<file path="src/rtl/gray2rgb.sv">
// Gray-to-RGB expander: two-stage valid/ready pipeline, one pixel per cycle.
// Define GRAY2RGB_PSEUDOCOLOR_EN for the four-segment colormap; otherwise gray is copied to R/G/B.
module gray2rgb #(
    parameter int unsigned width_p = 8
) (
    input  logic               clk_i,
    input  logic               reset_ni,
    input  logic               valid_i,
    input  logic [width_p-1:0] gray_i,
    output logic               ready_o,
    output logic               valid_o,
    output logic [width_p-1:0] red_o,
    output logic [width_p-1:0] green_o,
    output logic [width_p-1:0] blue_o,
    input  logic               ready_i
);

    logic               v1, v2;
    logic               ready1, ready2;
    logic               in_hs, s1_to_s2, out_hs;
    logic [width_p-1:0] red_q, green_q, blue_q;
    logic [width_p-1:0] red_d, green_d, blue_d;

    assign ready2   = ~v2 | ready_i;
    assign ready1   = ~v1 | ready2;
    assign ready_o  = ready1;
    assign in_hs    = valid_i & ready1;
    assign s1_to_s2 = v1 & ready2;
    assign out_hs   = v2 & ready_i;

`ifdef GRAY2RGB_PSEUDOCOLOR_EN
    localparam logic [width_p-1:0] max_c = '1;

    logic [1:0]         seg_q;
    logic [width_p-1:0] u_q, u_d, d_s;

    // Replicating the top fraction bits stretches f to the full channel range.
    assign u_d = {gray_i[width_p-3:0], gray_i[width_p-3:width_p-4]};

    always_ff @(posedge clk_i) begin
        if (!reset_ni) begin
            seg_q <= '0;
            u_q   <= '0;
        end else if (in_hs) begin
            seg_q <= gray_i[width_p-1:width_p-2];
            u_q   <= u_d;
        end
    end

    assign d_s = max_c - u_q;

    always_comb begin
        red_d   = '0;
        green_d = '0;
        blue_d  = '0;
        case (seg_q)
            2'd0: begin green_d = u_q;   blue_d  = max_c; end
            2'd1: begin green_d = max_c; blue_d  = d_s;   end
            2'd2: begin red_d   = u_q;   green_d = max_c; end
            default: begin red_d = max_c; green_d = d_s;  end
        endcase
    end
`else
    logic [width_p-1:0] gray_q;

    always_ff @(posedge clk_i) begin
        if (!reset_ni) begin
            gray_q <= '0;
        end else if (in_hs) begin
            gray_q <= gray_i;
        end
    end

    assign red_d   = gray_q;
    assign green_d = gray_q;
    assign blue_d  = gray_q;
`endif

    always_ff @(posedge clk_i) begin
        if (!reset_ni) begin
            v1 <= 1'b0;
            v2 <= 1'b0;
        end else begin
            if (in_hs)         v1 <= 1'b1;
            else if (s1_to_s2) v1 <= 1'b0;

            if (s1_to_s2)      v2 <= 1'b1;
            else if (out_hs)   v2 <= 1'b0;
        end
    end

    always_ff @(posedge clk_i) begin
        if (!reset_ni) begin
            red_q   <= '0;
            green_q <= '0;
            blue_q  <= '0;
        end else if (s1_to_s2) begin
            red_q   <= red_d;
            green_q <= green_d;
            blue_q  <= blue_d;
        end
    end

    assign valid_o = v2;
    assign red_o   = red_q;
    assign green_o = green_q;
    assign blue_o  = blue_q;

endmodule

</file>
<file path="config.mk">
export PLATFORM = sky130hd
export DESIGN_NAME = gray2rgb
export DESIGN_NICKNAME = d
export VERILOG_FILES = /design/src/rtl/gray2rgb.sv
export SDC_FILE = /design/constraint.sdc
export NUM_CORES = 1
export LEC_CHECK = 0
export CORE_MARGIN = 5
export CORE_UTILIZATION = 30
export CTS_BUF_LIST = sky130_fd_sc_hd__clkbuf_8
export DETAILED_ROUTE_END_ITERATION = 12
export PLACE_DENSITY = 0.72
export REMOVE_ABC_BUFFERS = 1
export SETUP_SLACK_MARGIN = 0.3
export SLEW_MARGIN = 20
export SYNTH_ARGS = -nofsm -noshare
export SYNTH_HDL_FRONTEND = slang
export SYNTH_SLANG_ARGS = --single-unit
export TNS_END_PERCENT = 1
</file>
<file path="constraint.sdc">
create_clock -name clk_i -period 1.55 [get_ports clk_i]
set_clock_uncertainty 0.05 [all_clocks]
set_input_delay 0.31 -clock clk_i [delete_from_list [all_inputs] [get_ports clk_i]]
set_output_delay 0.31 -clock clk_i [all_outputs]
set_load 0.005 [all_outputs]
</file>
==> results.yml, run 1 <==
yosys:
  synth_warnings: 0
  ys_async_sr_fraction_pct: 0
  synth_edf_count: 0
  synth_seq_cells: 18
  synth.largest_area_cell: "dfxtp_1"
  synth.most_common_cell: "buf_4"
  seq_area_frac_synth_pct: 42.86
  synth_common_cells: "buf_4, dfxtp_1, nand2_1"
  syn_area_um2: 840.8
  synth_top_area_share_pct: 42.86
  avgSynthCellArea_um2: 8.668
  yosys_most_used_dff: "dfxtp_1"
  yosysUniqueCellTypes: 15
  yosys-top-cells-area: "dfxtp_1, buf_4, mux2i_1, nand2_1, a21oi_1"
  synth_cells: 97
worst_setup_path:
  r2r_cells: 5
  regToRegStartpoint: "valid_o"
  worstPathMaxFanout: 4
  arrival_ns: 1.11
  crit_family: "buffers and inverters"
  cp.depth: 1
  crit_start: "blue_o[4]"
  start_kind: "register"
  critPathBufInv: 1
  endpoint: "red_o[4]"
  critPathMaxStageDelay_ns: 0.50
  path_cells: "clkdlybuf4s50_1"
  r2r-end: "blue_d[4]"
  worstSetupPathType: "register to output port"
  rrSetupSlack_ns: 0.33
  critPathCaptureType: "output port"
  worstPathRequired_ns: 1.19
  crit_slowest_cell: "clkdlybuf4s50_1"
clock_network:
  cts_buffers: 3
  tritoncts: "yes"
  cts_sinks: 18
  post-cts-setup-buffers: 0
  h-tree-depth: 1
  root_buffer: "clkbuf_8"
  clkSlewWorstSetupHoldPaths_ns: 0.07
  clockBufferDepth: 2
  insertion_delay_ns: 0.25
  cts_hold_buf: 0
  cts_resized: 11
placed_design:
  io_buffers: 37
  dp_hpwl_um: 1399
  dp_slack_ns: -0.2350
  place_inst: 148
  place.gp.congestion: 0.6990
floorplanning:
  die_h_um: 62.94
  coreArea_um2: 2710
  num_rows: 19
  dieWidth_um: 62.94
  start_util_pct: 31.02
  dieArea_um2: 3961
  ioPinCount: 38
cells_and_area:
  syn2layout_area_growth_pct: 42.86
  drive_gt1_share_pct: 16.53
  fillers: 257
  finalNetCount: 134
  finish.utilization_pct: 44.32
  fin_cells: 152
  diodes: 0
timing:
  rsz0062_at_grt: "yes"
  finalHoldViolCount: 0
  period_minus_slack_ns: 1.470
  setup_slack_ns: 0.07956
  slew_headroom_pct: 77.55
  slew_viol_final: 0
  max_freq_mhz: 680.1
  tightest_slew_ns: 0.3367
  tns_ns: 0
  final-setup-viol-count: 0
  hold_ws_ns: 0.4121
  fin_crit_sh_pct: 94.87
drt:
  antenna_left: 0
  drtIter0Drc: 15
  dr.pass1.iters: 4
  wl_per_cell_um: 11.47
  vias: 675
  route.detailed.drc: 0
  viasPerCell: 4.441
  wl_um: 1743
grt:
  grt_pass1_vias: 667
  grt_pass1_wl_um: 2953
  overflow: 0
  grt_max_degree: 15
  gr-usage-all-layers_pct: 8.980
  antenna_found_initial: 0
status:
  run_status: "finished clean"
power_and_ir_drop:
  peakVddDrop_mv: 0.4752
  leakage_nw: 0.4742
  pwr_density_cell_nw_per_um2: 846.2
worst_hold_path:
  min_path_type: "register to register"
  holdCritStartpoint: "blue_d[1]"
job:
  maxCapViolCount: 0
-- metrics by stage --
step                      total power, W  area (µm²)
after global placement         0.0006445        1136
after global routing            0.001063        1201
after detailed placement       0.0006480        1136
final                           0.001016        1201
after CTS                       0.001027        1197
after floorplan                0.0005541       676.9
-- routing by layer --
layer	part of all wire (%)	global-route usage (%)	up-vias	wire, µm
met3	4.6	1.799	2	81
met5	0	0	-	0
met2	54	15.90	17	933
met1	40	9.555	305	691
li1	-	-	351	-
met4	2.1	5.570	0	36
-- final cells by class --
cell class	count	area, µm²	share of cell area [%]
tap	31	38.79	3.229
clock buffer	4	55.05	4.583
multi-input combinational	55	309.0	25.73
timing repair buffer	42	419.2	34.90
inverter	2	7.507	0.6250
sequential	18	371.6	30.94
-- report_power, final --
group / internal, W / switching [W] / leakage, nW
Combinational: 0.0000834 / 0.0000536 / 0.294
Sequential: 0.000486 / 0.0000138 / 0.152
Clock: 0.000226 / 0.000154 / 0.0288
Total: 0.000795 / 0.000221 / 0.474
-- flip-flops by register name (all words and copies together), names as in the netlist --
signal	cells
v1	1
valid_o	1
blue_o	8
blue_d	8
-- layout by cell type (no fill, tap or decap) --
cell             netlist  layout
a21boi_2               1       1
a21oi_1               10      10
buf_12                 0       1
buf_4                 19       4
clkbuf_8               0       4
clkdlybuf4s50_1        0      33
clkinv_1               1       1
dfxtp_1               18       9
dfxtp_2                0       9
dlygate4sd2_1          0       3
dlymetal6s2s_1         0       1
inv_1                  1       1
mux2i_1                8       8
nand2_1               17      17
nand2b_1               1       1
nand3_1                8       8
nor2_1                 1       1
nor2b_4                1       1
o21ai_0                8       8
-- kinds of logic (layout without fill, tap and decap cells) --
group           count (synthesis)  after routing  share of synthesized area [%]
simple gates                   28             28                          15.18
buf+inv                        24             48                          20.39
compound gates                 19             19                          12.05
flops                          18             18                          42.86
mux                             8              8                          9.524
-- worst min path at each step --
stage / end / slack [ns] / cells after the start
3_3_place_gp: blue_d[6] / 0.40 / 2
5_1_grt: blue_d[0] / 0.43 / 2
4_1_cts: blue_o[0] / 0.41 / 2
6_report: blue_d[1] / 0.41 / 2
2_1_floorplan: v1 / 0.38 / 2
3_5_place_dp: blue_d[6] / 0.40 / 2
Note: power is estimated with default switching activity, not from simulation.
==> run 2: changes to the inputs <==
--- a/config.mk
+++ b/config.mk
@@ -5,7 +5,7 @@
 export SDC_FILE = /design/constraint.sdc
 export NUM_CORES = 1
 export LEC_CHECK = 0
-export CORE_MARGIN = 5
+export CORE_MARGIN = 2
 export CORE_UTILIZATION = 30
 export CTS_BUF_LIST = sky130_fd_sc_hd__clkbuf_8
 export DETAILED_ROUTE_END_ITERATION = 12
==> results.yml, run 2 (synthesis gave the netlist of run 1 again) <==
timing:
  max_freq_mhz: 689.5
  slew_viol_final: 0
  slew_headroom_pct: 77.50
  hold_ws_ns: 0.4126
  tightest_slew_ns: 0.3375
  finalHoldViolCount: 0
  rsz0062_at_grt: "yes"
  period_minus_slack_ns: 1.450
  final-setup-viol-count: 0
  fin_crit_sh_pct: 93.57
grt:
  grt_max_degree: 14
  antenna_found_initial: 0
  grt_pass1_wl_um: 2732
  gr-usage-all-layers_pct: 10.59
  grt_pass1_vias: 653
  overflow: 0
power_and_ir_drop:
  pwr_density_cell_nw_per_um2: 794.9
  peakVddDrop_mv: 0.3092
  p_clk_share_pct: 32.7
  switching_share_pct: 21.46
  p_total_w: 0.0009439
  leakage_nw: 0.4670
  p_int_w: 0.0007414
  power_frac_seq_pct: 52.8
  p_switching_w: 0.0002025
  combPwrFrac_pct: 14.5
clock_network:
  post-cts-setup-buffers: 0
  root_buffer: "clkbuf_8"
  tritoncts: "yes"
  cts_buffers: 3
  cts_sinks: 18
  clkSlewWorstSetupHoldPaths_ns: 0.06
  insertion_delay_ns: 0.25
  clockBufferDepth: 2
  h-tree-depth: 1
worst_setup_path:
  start_kind: "register"
  arrival_ns: 1.09
  crit_family: "buffers and inverters"
  critPathBufInv: 1
  critPathMaxStageDelay_ns: 0.50
  worstPathMaxFanout: 4
  worstSetupPathType: "register to output port"
  worstPathRequired_ns: 1.19
  crit_slowest_cell: "clkdlybuf4s50_1"
  cp.depth: 1
  path_cells: "clkdlybuf4s50_1"
  r2r_cells: 5
  critPathCaptureType: "output port"
placed_design:
  io_buffers: 37
  place.gp.congestion: 0.7471
  dpl-instance-area_um2: 1136
  dp_hpwl_um: 1245
floorplanning:
  die_h_um: 56.94
  num_rows: 19
  dieWidth_um: 56.94
  ioPinCount: 38
  dieArea_um2: 3242
  coreArea_um2: 2710
  start_util_pct: 31.02
drt:
  drtIter0Drc: 19
  wl_um: 1567
  wl_per_cell_um: 10.38
  route.detailed.drc: 0
  dr.pass1.iters: 4
  viasPerCell: 4.490
  vias: 678
  antenna_left: 0
worst_hold_path:
  min_path_cells: 2
  min_path_type: "register to register"
cells_and_area:
  finalNetCount: 134
  syn2layout_area_growth_pct: 41.22
  drive_gt1_share_pct: 15.83
  diodes: 0
  final_area_um2: 1187
  mostFrequentLayoutCell: "clkdlybuf4s50_1"
  layout_common_cells: "clkdlybuf4s50_1, nand2_1, a21oi_1"
job:
  maxCapViolCount: 0
status:
  run_status: "finished clean"
[run 2: cell count changes in the layout (fill, tap and decap cells not counted)]
cell / before / now
clkbuf_8: 4 / 3
[run 2: worst paths after layout]
| check | end | from | slack [ns] |
|---|---|---|---|
| setup reg to reg | blue_d[0] | valid_o | 0.30 |
| setup / recovery | green_o[5] | blue_o[5] | 0.1 |
| hold reg to reg | blue_d[4] | blue_d[4] | 0.41 |
| hold / removal | blue_d[4] | blue_d[4] | 0.41 |
[run 2: layer usage]
| metal | wire, µm | vias up | GRT usage (%) | part of all wire, % |
|---|---|---|---|---|
| li1 | - | 350 | - | - |
| met1 | 681 | 296 | 12.54 | 43 |
| met2 | 764 | 28 | 17.90 | 49 |
| met3 | 83 | 4 | 2.041 | 5.3 |
| met4 | 38 | 0 | 5.980 | 2.4 |
| met5 | 0 | - | 0 | 0 |
[run 2: what timing repair did]
action / CTS / global route
setup endpoints to repair: 43 / 43
resized for setup: 11 / 2
hold buffers: 0 / 0
[run 2: cell type report]
| type | instances | area, µm² |
|---|---|---|
| inverters | 2 | 7.507 |
| fillers | 274 | 1523 |
| multi-input cells | 55 | 309.0 |
| repair buffers | 42 | 419.2 |
| well taps | 31 | 38.79 |
| flip-flops and latches | 18 | 371.6 |
| clock buffers | 3 | 41.29 |
[run 2: tightest hold or removal path, cell delays in order (launching register included)]
cell     delay (ns)
dfxtp_1        0.31
nand2_1        0.05
mux2i_1        0.05
[run 2: per-stage QoR]
step / utilization, % / setup TNS [ns] / std cells / setup WS (ns)
2_1_floorplan: - / 0 / 75 / 0.3629
3_3_place_gp: 41.92 / -0.9171 / 148 / -0.2299
3_5_place_dp: 41.92 / -1.195 / 148 / -0.2506
4_1_cts: 43.68 / 0 / 151 / 0.08917
5_1_grt: 43.81 / 0 / 151 / 0.05021
6_report: 43.81 / 0 / 151 / 0.09973
[run 2: power by group through the flow]
stage               combinational (W)  clock (W)  sequential (W)
floorplan                   0.0000432          0        0.000511
global placement             0.000136          0        0.000507
detailed placement           0.000139          0        0.000508
CTS                          0.000138   0.000314        0.000499
global route                 0.000150   0.000336        0.000502
finish                       0.000137   0.000308        0.000499
